==> src/rtl/multicycle_ctrl_fsm.sv <==
// multicycle_ctrl_fsm: multicycle RV32I main control (lw, sw, R, I-ALU, beq, jal) with memory-ready stalls.
// Define CTRL_ILLEGAL_TRAP_EN to trap unknown opcodes in TRAP; otherwise they retire as NOPs.
module multicycle_ctrl_fsm #(
  parameter int RESET_HOLD = 1
) (
  input  logic       clk,
  input  logic       rst_n,
  input  logic [6:0] op,
  input  logic [2:0] funct3,
  input  logic       funct7b5,
  input  logic       zero,
  input  logic       mem_ready,
  output logic       pc_write,
  output logic       adr_src,
  output logic       mem_write,
  output logic       mem_req,
  output logic       ir_write,
  output logic       reg_write,
  output logic [1:0] result_src,
  output logic [1:0] alu_src_a,
  output logic [1:0] alu_src_b,
  output logic [1:0] imm_src,
  output logic [2:0] alu_control,
  output logic       illegal
);
  localparam logic [6:0] OP_LW  = 7'b0000011;
  localparam logic [6:0] OP_SW  = 7'b0100011;
  localparam logic [6:0] OP_R   = 7'b0110011;
  localparam logic [6:0] OP_I   = 7'b0010011;
  localparam logic [6:0] OP_BEQ = 7'b1100011;
  localparam logic [6:0] OP_JAL = 7'b1101111;

  typedef enum logic [3:0] {
    S_RST, S_FETCH, S_DECODE, S_MEMADR, S_MEMREAD, S_MEMWB, S_MEMWRITE,
    S_EXECR, S_EXECI, S_ALUWB, S_BEQ, S_JAL
`ifdef CTRL_ILLEGAL_TRAP_EN
    , S_TRAP
`endif
  } state_t;

`ifdef CTRL_ILLEGAL_TRAP_EN
  localparam state_t S_BAD = S_TRAP;
`else
  localparam state_t S_BAD = S_FETCH;
`endif

  state_t     r_state;
  logic [3:0] r_hold;
  state_t     w_dec_next;
  logic [1:0] w_imm;
  logic [2:0] w_alu;

  assign w_dec_next = (op == OP_LW || op == OP_SW) ? S_MEMADR :
                      (op == OP_R)   ? S_EXECR :
                      (op == OP_I)   ? S_EXECI :
                      (op == OP_BEQ) ? S_BEQ   :
                      (op == OP_JAL) ? S_JAL   : S_BAD;

  assign w_imm = (op == OP_SW)  ? 2'b01 :
                 (op == OP_BEQ) ? 2'b10 :
                 (op == OP_JAL) ? 2'b11 : 2'b00;

  // funct7b5 selects sub only for register-register ops; I-type bit 30 is immediate data
  assign w_alu = (funct3 == 3'b000) ? ((r_state == S_EXECR && funct7b5) ? 3'b001 : 3'b000) :
                 (funct3 == 3'b010) ? 3'b101 :
                 (funct3 == 3'b110) ? 3'b011 :
                 (funct3 == 3'b111) ? 3'b010 : 3'b000;

  always_ff @(posedge clk or negedge rst_n) begin
    if (!rst_n) begin
      r_state <= S_RST;
      r_hold  <= '0;
    end else begin
      case (r_state)
        S_RST:      if (r_hold == 4'(RESET_HOLD)) r_state <= S_FETCH;
                    else r_hold <= r_hold + 4'd1;
        S_FETCH:    if (mem_ready) r_state <= S_DECODE;
        S_DECODE:   r_state <= w_dec_next;
        S_MEMADR:   r_state <= (op == OP_LW) ? S_MEMREAD : S_MEMWRITE;
        S_MEMREAD:  if (mem_ready) r_state <= S_MEMWB;
        S_MEMWB:    r_state <= S_FETCH;
        S_MEMWRITE: if (mem_ready) r_state <= S_FETCH;
        S_EXECR:    r_state <= S_ALUWB;
        S_EXECI:    r_state <= S_ALUWB;
        S_ALUWB:    r_state <= S_FETCH;
        S_BEQ:      r_state <= S_FETCH;
        S_JAL:      r_state <= S_ALUWB;
`ifdef CTRL_ILLEGAL_TRAP_EN
        S_TRAP:     r_state <= S_TRAP;
`endif
        default:    r_state <= S_RST;
      endcase
    end
  end

  always_comb begin
    pc_write    = 1'b0;
    adr_src     = 1'b0;
    mem_write   = 1'b0;
    mem_req     = 1'b0;
    ir_write    = 1'b0;
    reg_write   = 1'b0;
    result_src  = 2'b00;
    alu_src_a   = 2'b00;
    alu_src_b   = 2'b00;
    alu_control = 3'b000;
    illegal     = 1'b0;
    imm_src     = (r_state == S_RST) ? 2'b00 : w_imm;
    case (r_state)
      S_FETCH: begin
        mem_req    = 1'b1;
        alu_src_b  = 2'b10;
        result_src = 2'b10;
        ir_write   = mem_ready;
        pc_write   = mem_ready;
      end
      S_DECODE: begin
        alu_src_a = 2'b01;
        alu_src_b = 2'b01;
      end
      S_MEMADR: begin
        alu_src_a = 2'b10;
        alu_src_b = 2'b01;
      end
      S_MEMREAD: begin
        mem_req = 1'b1;
        adr_src = 1'b1;
      end
      S_MEMWB: begin
        result_src = 2'b01;
        reg_write  = 1'b1;
      end
      S_MEMWRITE: begin
        mem_req   = 1'b1;
        adr_src   = 1'b1;
        mem_write = 1'b1;
      end
      S_EXECR: begin
        alu_src_a   = 2'b10;
        alu_control = w_alu;
      end
      S_EXECI: begin
        alu_src_a   = 2'b10;
        alu_src_b   = 2'b01;
        alu_control = w_alu;
      end
      S_ALUWB: reg_write = 1'b1;
      S_BEQ: begin
        alu_src_a   = 2'b10;
        alu_control = 3'b001;
        pc_write    = zero;
      end
      S_JAL: begin
        alu_src_a = 2'b01;
        alu_src_b = 2'b10;
        pc_write  = 1'b1;
      end
`ifdef CTRL_ILLEGAL_TRAP_EN
      S_TRAP: begin
        imm_src = 2'b00;
        illegal = 1'b1;
      end
`endif
      default: ;
    endcase
  end
endmodule

==> config.mk <==
export PLATFORM = sky130hd
export DESIGN_NAME = multicycle_ctrl_fsm
export DESIGN_NICKNAME = d
export VERILOG_FILES = /design/src/rtl/multicycle_ctrl_fsm.sv
export SDC_FILE = /design/constraint.sdc
export NUM_CORES = 1
export LEC_CHECK = 0
export ABC_CLOCK_PERIOD_IN_PS = 2100
export CORE_MARGIN = 3
export CORE_UTILIZATION = 43
export CTS_BUF_LIST = sky130_fd_sc_hd__clkbuf_16
export DETAILED_ROUTE_END_ITERATION = 8
export PLACE_DENSITY = 0.78
export SETUP_SLACK_MARGIN = 0.4
export SLEW_MARGIN = 30
export SYNTH_ARGS = -nofsm -noshare
export SYNTH_HDL_FRONTEND = slang
export SYNTH_SLANG_ARGS = --single-unit
==> constraint.sdc <==
create_clock -name clk -period 2.1 [get_ports clk]
set_clock_uncertainty 0.15 [all_clocks]
set_input_delay 0.315 -clock clk [delete_from_list [all_inputs] [get_ports clk]]
set_output_delay 0.315 -clock clk [all_outputs]
set_load 0.005 [all_outputs]
==> impl_metrics.toml, run 1 <==
[outcome]
status = "did not finish"
haltStage = "global routing (5_1_grt)"
firstError = "[ERROR DPL-0038] Utilization greater than 100%, impossible to legalize"

[cts]
cts_made_buffers = 3
hold_buffers = 0
cts_sinks = 8
cts_buffer_depth = 2
htree_levels = 1
cts-root-buf = "clkbuf_16"

[synthesis]
synth_ff_type = "dfrtp_1"
async_flop_share = 1.00
ys_seq_elements = 8
synth_cell_type_count = 47
synth_nets = 122
yosysWarnings = 0
synth_area_sq_um = 848
synth-edff-count = 0
syn_inst = 105
yosysSeqAreaShare = 0.236
syn_avg_cell_area_sq_um = 8.08

[floorplanning]
die_h_um = 50.4
start_util = 0.471
die_w_um = 50.4
io_pins = 33
num_rows = 15

[global_route]
grt_max_degree = 16

[placement]
dpl_cell_area_sq_um = 1280
dpl.hpwl_um = 1810
gp_congestion = 0.798
io_buffers = 31

[sta]
endpoint_type = "primary output"
grt-worst-endpoint = "alu_control[0]"
==> synthesized netlist by cell type (2+ instances only) <==
library cell,instances,area (sq um)
nand2b_1,3,18.8
a21oi_1,6,30.0
inv_1,3,11.3
nand3_1,5,25.0
o22ai_1,3,18.8
nor3_1,3,15.0
nand2_1,6,22.5
dfrtp_1,8,200
or3b_1,2,17.5
o21ai_0,5,25.0
nor4b_1,2,17.5
ha_1,2,25.0
a31oi_1,2,12.5
nor3b_1,5,37.5
buf_2,3,15.0
buf_4,2,15.0
nor2_1,10,37.5
xnor2_1,3,26.3
xor2_1,3,26.3
mux2i_1,2,20.0
==> repair_timing <==
action | CTS
gates cloned | 1
gates resized for setup | 103
pin swaps | 20
hold endpoints to repair | 0
setup buffers | 21
setup endpoints to repair | 20
==> per-stage QoR <==
| stage | cells | hold WS [ns] | setup WS, ns |
|---|---|---|---|
| floorplan | 105 | -0.131 | 0.464 |
| global placement | 172 | 0.313 | -0.234 |
| detailed placement | 172 | 0.326 | -0.267 |
| CTS | 197 | 0.232 | 0.124 |
==> kinds of logic after synthesis <==
kind of cell,count (synthesis),share of synthesized area
AO/OA/AOI/OAI,25,0.186
other,1,0.00442
AND/OR/NAND/NOR,50,0.379
adder cells (fa/ha/maj),2,0.0295
multiplexers,3,0.0369
flip-flops,8,0.236
XOR/XNOR,6,0.0620
buffers and inverters,10,0.0664
==> run 2: changes to the inputs <==
--- a/config.mk
+++ b/config.mk
@@ -6,12 +6,10 @@
 export NUM_CORES = 1
 export LEC_CHECK = 0
 export ABC_CLOCK_PERIOD_IN_PS = 2100
-export CORE_MARGIN = 3
-export CORE_UTILIZATION = 43
-export CTS_BUF_LIST = sky130_fd_sc_hd__clkbuf_16
+export CORE_AREA = 3 3 64 66
 export DETAILED_ROUTE_END_ITERATION = 8
-export PLACE_DENSITY = 0.78
-export SETUP_SLACK_MARGIN = 0.4
+export DIE_AREA = 0 0 67 69
+export PLACE_DENSITY_LB_ADDON = 0.15
 export SLEW_MARGIN = 30
 export SYNTH_ARGS = -nofsm -noshare
 export SYNTH_HDL_FRONTEND = slang
==> impl_metrics.toml, run 2 <==
[pwr]
power_mw = 1.61
p_per_area_nw_per_um2 = 1110
internal_power_uw = 981
power_frac_seq = 0.191
pwr-share-clk = 0.111
ir_drop_uv = 292
p_leak_nw = 0.694
switching_share = 0.390
power_frac_comb = 0.698
p_switching_uw = 629

[sta]
rsz0062_at_grt = "true"
hold_viol_final = 0
period_share = 0.985
drv_slew = 0
min_period_ns = 2.07
setup_viol_count_final = 0
fmax_ghz = 0.484
holdWs_ns = 0.218

[global_route]
antenna_found_initial = 0
grt_max_degree = 16
grt_pass1_vias = 960
grt-ovfl-total = 0
grt_first_pass_wirelength_um = 4110
grt_usage = 0.107

[floorplanning]
start_util = 0.233
die_w_um = 67
num_rows = 22
core_sq_um = 3630
io_pins = 33
die_h_um = 69
dieArea_sq_um = 4620

[routing]
avgViaCountPerCell = 4.70
drt_first_iter_violations = 37
num_vias = 968
postRouteAntennaNets = 0
wl_per_cell_um = 11.8
drc = 0
routed_wl_um = 2420
dr.pass1.iters = 4

[cts]
cts-root-buf = "clkbuf_8"
clk_pin_slew_worst_paths_ns = 0.04
insertion_delay_ns = 0.22
cts_made_buffers = 3
cts_sinks = 8
hold_buffers = 0
htree_levels = 1
cts_tree = "yes"
cts_buffer_depth = 2

[critical_path]
critical_path.max_stage_delay_ns = 0.44
crit_family = "buffers and inverters"
crit_buf_inv = 2
critPathLaunch = "op[3]"
critPathLaunchType = "input pin"
slowest_stage = "clkdlybuf4s50_1"
crit_fanout = 3
r2r-start = "r_state[3]$_DFFE_PN0P_"
cp-end-kind = "output pin"
critical_path.cell_chain = "clkdlybuf4s50_1 > or3_1 > a211oi_1 > dlygate4sd2_1"
path_class = "in2out"
cp.arrival_ns = 1.60
required_ns = 1.63

[layout]
nets = 177
area_growth_pct = 70.6
fin_util = 0.398
biggestRegsByFlops = "r_hold: 4 flops, r_state: 4 flops"
antenna_cells = 0
layout_commonest_cell = "buf_4"
drive_gt1_frac = 0.259
mostFrequentLayoutCells = "buf_4 (22), clkdlybuf4s50_1 (15), dlygate4sd2_1 (10)"

[synthesis]
yosysSeqAreaShare = 0.236
synth_common_cells = "nor2_1 (10), dfrtp_1 (8), a21oi_1 (6), nand2_1 (6)"
syn_inst = 105
syn_avg_cell_area_sq_um = 8.08
async_flop_share = 1.00
synth_top_area_frac = 0.236
post-synth-top-count-cell = "nor2_1"
yosysWarnings = 0
yosysTopAreaCell = "dfrtp_1"
synth_ff_type = "dfrtp_1"
yosys-top-cells-area = "dfrtp_1 (24%), nor2_1 (4.4%), nor3b_1 (4.4%), a21oi_1 (3.5%), xnor2_1 (3.1%)"
synth_area_sq_um = 848
synth-edff-count = 0
ys_seq_elements = 8
synth_nets = 122
synth_cell_type_count = 47

[placement]
io_buffers = 31
dpl.hpwl_um = 1950
gp_congestion = 0.778

[worst_hold_path]
hold_path.class = "in2async"

[outcome]
status = "completed"

[flow_run]
maxCapViolations = 0
run 2: final cells by class:
| class | count | area (sq um) |
|---|---|---|
| Clock buffer | 3 | 41.3 |
| Fill cell | 391 | 2190 |
| Inverter | 3 | 11.3 |
| Multi-Input combinational cell | 87 | 611 |
| Sequential cell | 8 | 203 |
| Tap cell | 48 | 60.1 |
| Timing Repair Buffer | 57 | 522 |
run 2: kinds of logic (layout without fill, tap and decap cells):
family | after synthesis | count (layout) | synth area share
fa+ha+maj | 2 | 2 | 0.0295
mux | 3 | 3 | 0.0369
flops | 8 | 8 | 0.236
simple gates | 50 | 50 | 0.379
compound gates | 25 | 25 | 0.186
other cells | 1 | 1 | 0.00442
xor+xnor | 6 | 6 | 0.0620
buf+inv | 10 | 63 | 0.0664
run 2: final timing paths:
kind	endpoint	slack, ns	cells after the start
min in group clk	r_hold[3]$_DFFE_PN0P_	0.33	1
setup reg to reg	r_hold[2]$_DFFE_PN0P_	0.19	8
hold / removal	r_hold[2]$_DFFE_PN0P_	0.22	1
hold reg to reg	r_hold[3]$_DFFE_PN0P_	0.33	1
setup / recovery	imm_src[0]	0.03	4
max in group asynchronous	r_state[3]$_DFFE_PN0P_	1.30	1
run 2: what timing repair did:
item / 4_1_cts / 5_1_grt
pin swaps: 1 / 1
endpoints found under the setup margin: 16 / 8
buffers inserted: 3 / 1
gates resized for setup: 22 / 7
run 2: power by group through the flow:
| stage | logic (mW) | clock network, mW | registers [mW] |
|---|---|---|---|
| 6_report | 1.12 | 0.178 | 0.308 |
| 5_1_grt | 1.26 | 0.199 | 0.322 |
| 4_1_cts | 1.12 | 0.188 | 0.309 |
| 3_5_place_dp | 1.09 | 0 | 0.307 |
| 3_3_place_gp | 1.08 | 0 | 0.307 |
| 2_1_floorplan | 0.613 | 0 | 0.297 |
run 2: layer usage:
layer	vias up	track usage	share of wire
li1	489	-	-
met1	453	0.135	0.45
met2	26	0.190	0.50
met3	0	0.0163	0.052
met4	0	0.0203	0
met5	-	0	0
run 2: per-stage QoR:
stage / TNS (ns) / area [sq um] / std cells / worst slack, ns
finish: 0 / 1450 / 206 / 0.0324
global route: -0.140 / 1450 / 206 / -0.0742
CTS: -0.00214 / 1430 / 205 / -0.00214
detailed placement: -0.710 / 1350 / 199 / -0.252
global placement: -0.611 / 1350 / 199 / -0.240
floorplan: 0 / 848 / 105 / 0.464
Note: power is estimated with default switching activity, not from simulation.
==> run 3: changes to the inputs <==
--- a/config.mk
+++ b/config.mk
@@ -5,11 +5,11 @@
 export SDC_FILE = /design/constraint.sdc
 export NUM_CORES = 1
 export LEC_CHECK = 0
-export ABC_CLOCK_PERIOD_IN_PS = 2100
 export CORE_AREA = 3 3 64 66
 export DETAILED_ROUTE_END_ITERATION = 8
 export DIE_AREA = 0 0 67 69
 export PLACE_DENSITY_LB_ADDON = 0.15
+export SKIP_LAST_GASP = 1
 export SLEW_MARGIN = 30
 export SYNTH_ARGS = -nofsm -noshare
 export SYNTH_HDL_FRONTEND = slang
==> impl_metrics.toml, run 3 (synthesis gave the netlist of run 2 again) <==
[outcome]
status = "completed"

[floorplanning]
dieArea_sq_um = 4620
die_w_um = 67
start_util = 0.233
die_h_um = 69
core_sq_um = 3630
num_rows = 22
io_pins = 33

[sta]
hold_viol_final = 0
rsz0062_at_grt = "true"
fmax_ghz = 0.485
tns_ns = 0
min_period_ns = 2.06
holdWs_ns = 0.218
setup_viol_count_final = 0
period_share = 0.983
drv_slew = 0

[critical_path]
r2r-start = "r_state[3]$_DFFE_PN0P_"
rr_endpoint = "r_hold[2]$_DFFE_PN0P_"
crit_fanout = 14
critPathLaunchType = "flip-flop"
cp-end-kind = "output pin"
required_ns = 1.63
cp.arrival_ns = 1.60
reg2reg_slack_ns = 0.12
path_class = "reg2out"
rr_worst_depth = 8

[layout]
nets = 177
drive_gt1_frac = 0.291
area_growth_pct = 74.2
n_fill_cell = 386
seq_area_sq_um = 203
biggestRegsByFlops = "r_hold: 4 flops, r_state: 4 flops"
antenna_cells = 0
multi_input_area_sq_um = 634
mostFrequentLayoutCells = "buf_4 (23), clkdlybuf4s50_1 (16), nor2_1 (9)"
layout_commonest_cell = "buf_4"

[pwr]
p_per_area_nw_per_um2 = 1110
p_leak_nw = 0.725
ir_drop_uv = 281

[cts]
insertion_delay_ns = 0.22
cts_buffer_depth = 2
cts-root-buf = "clkbuf_8"
cts_made_buffers = 3
clk_pin_slew_worst_paths_ns = 0.04
htree_levels = 1
cts_tree = "yes"
cts_sinks = 8

[placement]
io_buffers = 31
gp_congestion = 0.778
dpl.hpwl_um = 1950

[global_route]
grt_pass1_vias = 965
grt_first_pass_wirelength_um = 4110
grt_usage = 0.107
antenna_found_initial = 0
grt-ovfl-total = 0
grt_max_degree = 16

[routing]
drt_first_iter_violations = 42
routed_wl_um = 2410
dr.pass1.iters = 4
avgViaCountPerCell = 4.73
wl_per_cell_um = 11.7
postRouteAntennaNets = 0
drc = 0
num_vias = 975

[worst_hold_path]
hold_path.class = "in2async"

[flow_run]
maxCapViolations = 0
==> run 3: cell count changes in the layout (fill, tap and decap cells not counted), sizes merged <==
| cell | change |
|---|---|
| dlymetal6s2s | +3 |
| dlygate4sd2 | -6 |
| clkdlybuf4s50 | +1 |
| clkbuf | +1 |
| clkdlybuf4s15 | +1 |
==> run 3: through the flow <==
step / cell area [sq um] / setup slack, ns / utilization / power (mW) / cells
after floorplan: 848 / 0.464 / - / 0.910 / 105
after global placement: 1350 / -0.240 / 0.372 / 1.39 / 199
after detailed placement: 1350 / -0.252 / 0.372 / 1.39 / 199
after CTS: 1430 / -0.173 / 0.394 / 1.63 / 205
after global routing: 1480 / -0.0975 / 0.407 / 1.81 / 206
final: 1480 / 0.0365 / 0.407 / 1.64 / 206
==> run 3: worst max path at each step <==
stage                           startpoint             end  depth (start not counted)
finish              r_state[0]$_DFFE_PN0P_    alu_src_b[0]                          5
global route        r_state[1]$_DFFE_PN0P_    alu_src_b[0]                          5
CTS                 r_state[3]$_DFFE_PN0P_  alu_control[0]                          5
detailed placement                   op[3]      imm_src[0]                          4
global placement                     op[3]      imm_src[0]                          4
floorplan           r_state[0]$_DFFE_PN0P_  alu_control[0]                          5
==> run 3: cell type report <==
cell class,count,share of cell area
clock buffer,3,0.0279
inverter,3,0.00762
multi-input combinational,87,0.429
sequential,8,0.137
tap,48,0.0406
timing repair buffer,57,0.357
==> run 3: per-layer routing <==
metal,vias to the layer above,global-route usage,share of wire
met4,0,0.0203,0
met3,0,0.0163,0.054
met2,26,0.190,0.51
met1,458,0.134,0.44
li1,491,-,-
met5,-,0,0
==> run 3: power by group <==
| part | total, mW | internal [mW] | switching, mW | leakage, nW |
|---|---|---|---|---|
| combinational | 1.16 | 0.647 | 0.509 | 0.607 |
| sequential | 0.307 | 0.233 | 0.0734 | 0.0965 |
| clock | 0.178 | 0.124 | 0.0546 | 0.0216 |
==> run 3: worst max-delay path, cell delays in order, from the launching register on <==
cell and delay [ns]:
dfrtp_2 0.43, buf_6 0.16, nor2_1 0.10, mux2i_1 0.07
nor2_1 0.09, clkdlybuf4s50_1 0.52
==> run 3: what timing repair did <==
item	CTS	global route
hold buffers	0	0
pin swaps	1	4
setup endpoints to repair	16	12
buffers inserted	3	1
gates resized for setup	16	18
==> run 4: changes to the inputs <==
--- a/config.mk
+++ b/config.mk
@@ -5,6 +5,7 @@
 export SDC_FILE = /design/constraint.sdc
 export NUM_CORES = 1
 export LEC_CHECK = 0
+export ABC_AREA = 1
 export CORE_AREA = 3 3 64 66
 export DETAILED_ROUTE_END_ITERATION = 8
 export DIE_AREA = 0 0 67 69
==> impl_metrics.toml, run 4 <==
[sta]
setup_viol_count_final = 1
drv_slew = 0
fin_ws_ns = -0.0613
hold_viol_final = 0
tns_ns = -0.0613
rsz0062_at_grt = "true"
fmax_ghz = 0.463
min_period_ns = 2.16
period_share = 1.03
holdWs_ns = 0.222

[critical_path]
critPathLaunchType = "flip-flop"
rr_worst_depth = 8
cp-end-kind = "output pin"
rr_endpoint = "r_state[0]$_DFFE_PN0P_"
cp.arrival_ns = 1.70
required_ns = 1.63
r2r-start = "r_state[3]$_DFFE_PN0P_"
path_class = "reg2out"
reg2reg_slack_ns = 0.45
crit_fanout = 3

[synthesis]
syn_inst = 124
yosysWarnings = 0
async_flop_share = 1.00
post-synth-top-count-cell = "nand2_1"
synth-edff-count = 0
synth_area_sq_um = 772
synth_common_cells = "nand2_1 (35), nor2_1 (21), inv_1 (18)"
synth_ff_type = "dfrtp_1"
yosys-top-cells-area = "dfrtp_1 (26%), nand2_1 (17%), nor2_1 (10%), inv_1 (8.8%), nand3_1 (5.2%)"
yosysTopAreaCell = "dfrtp_1"
syn_avg_cell_area_sq_um = 6.23
synth_cell_type_count = 24
ys_seq_elements = 8
synth_nets = 141
synth_top_area_frac = 0.259
yosysSeqAreaShare = 0.259

[floorplanning]
dieArea_sq_um = 4620
die_h_um = 69
num_rows = 22
core_sq_um = 3630
start_util = 0.212
io_pins = 33
die_w_um = 67

[layout]
mostFrequentLayoutCells = "nand2_1 (32), buf_4 (25), clkdlybuf4s50_1 (18)"
biggestRegsByFlops = "r_hold: 4 flops, r_state: 4 flops"
layout_commonest_cell = "nand2_1"
antenna_cells = 0
nets = 200
area_growth_pct = 84.6
fin_util = 0.392
drive_gt1_frac = 0.326

[placement]
dpl.hpwl_um = 1880
io_buffers = 31
gp_congestion = 0.839

[global_route]
grt_max_degree = 9
antenna_found_initial = 0
grt-ovfl-total = 0
grt_first_pass_wirelength_um = 3720
grt_pass1_vias = 905
grt_usage = 0.0972

[cts]
htree_levels = 1
hold_buffers = 0
cts-root-buf = "clkbuf_8"
insertion_delay_ns = 0.22
clk_pin_slew_worst_paths_ns = 0.04
cts_made_buffers = 3
cts_sinks = 8
cts_buffer_depth = 2
cts_tree = "yes"

[routing]
dr.pass1.iters = 3
wl_per_cell_um = 9.74
avgViaCountPerCell = 4.12
postRouteAntennaNets = 0
num_vias = 944
routed_wl_um = 2230
drc = 0
drt_first_iter_violations = 28

[pwr]
ir_drop_uv = 586
p_leak_nw = 0.796
power_mw = 1.64
p_per_area_nw_per_um2 = 1150

[outcome]
status = "finished with violations"
violations = "setup timing"

[flow_run]
maxCapViolations = 0

[worst_hold_path]
hold_path.class = "in2async"
[run 4: cell types whose count changed in the layout (fill, tap and decap cells not counted), moves of 3 or more]
| cell | before | now |
|---|---|---|
| nor3b_1 | 4 | 0 |
| nand2_2 | 0 | 4 |
| nand2b_4 | 3 | 0 |
| xor2_1 | 3 | 0 |
| inv_1 | 3 | 14 |
| nor2_1 | 9 | 13 |
| nor2_2 | 2 | 6 |
| nand2_1 | 6 | 32 |
| nor2_4 | 0 | 7 |
| inv_2 | 0 | 6 |
| o21ai_0 | 5 | 2 |
| nor3_1 | 3 | 0 |
| nand3_1 | 5 | 8 |
[run 4: repair_timing]
| item | 4_1_cts | 5_1_grt |
|---|---|---|
| pin swaps | 4 | 0 |
| endpoints found under the setup margin | 13 | 10 |
| resized for setup | 25 | 13 |
| buffers inserted | 5 | 6 |
[run 4: layout make-up]
type / instances / area (sq um)
timing repair buffer: 56 / 508
sequential: 8 / 204
inverter: 20 / 75.1
fill: 396 / 2210
clock buffer: 3 / 41.3
multi-input combinational: 94 / 537
tap: 48 / 60.1
[run 4: worst max-delay path by stage]
stage | startpoint | endpoint | cells after the start
floorplan | r_state[3]$_DFFE_PN0P_ | alu_control[2] | 7
global placement | op[1] | imm_src[0] | 6
detailed placement | op[6] | imm_src[1] | 6
CTS | r_state[3]$_DFFE_PN0P_ | alu_control[2] | 8
global route | r_state[3]$_DFFE_PN0P_ | alu_src_a[0] | 7
finish | r_state[3]$_DFFE_PN0P_ | alu_src_a[0] | 7
[run 4: critical path, cell delays in order (launching register included)]
cell             delay [ns]
dfrtp_1                0.39
buf_4                  0.15
nor2_4                 0.13
nand2_2                0.08
nor2_2                 0.10
inv_1                  0.07
nand2_1                0.07
clkdlybuf4s50_1        0.50
[run 4: stage by stage]
stage                     cells  area [sq um]  setup WS, ns
after global routing        229          1430        -0.159
after CTS                   223          1340       -0.0896
after global placement      215          1230        -0.132
final                       229          1430       -0.0613
after floorplan             124           772         0.617
after detailed placement    215          1230        -0.180
[run 4: logic make-up (layout without fill, tap and decap cells)]
kind of cell               Yosys count  count (layout)  synth area share
other                                1               1           0.00486
xor gates and xnor gates             3               3            0.0438
adders and majority gates            2               2            0.0324
and+or+nand+nor                     75              75             0.446
DFF                                  8               8             0.259
buffers and inverters               22              79             0.122
AOI/OAI and AO/OA                   13              13            0.0924
[run 4: power by group]
| part | leakage [nW] | internal [mW] | switching, mW | total, mW |
|---|---|---|---|---|
| sequential | 0.0964 | 0.234 | 0.0975 | 0.332 |
| clock | 0.0216 | 0.124 | 0.0534 | 0.177 |
| combinational | 0.678 | 0.584 | 0.545 | 1.13 |
[run 4: routing by layer]
layer / up-vias / global-route usage / wire, um / part of all wire
li1: 496 / - / - / -
met1: 429 / 0.129 / 979 / 0.44
met2: 19 / 0.164 / 1130 / 0.51
met3: 0 / 0.0179 / 122 / 0.055
met4: 0 / 0.0158 / 0 / 0
met5: - / 0 / 0 / 0
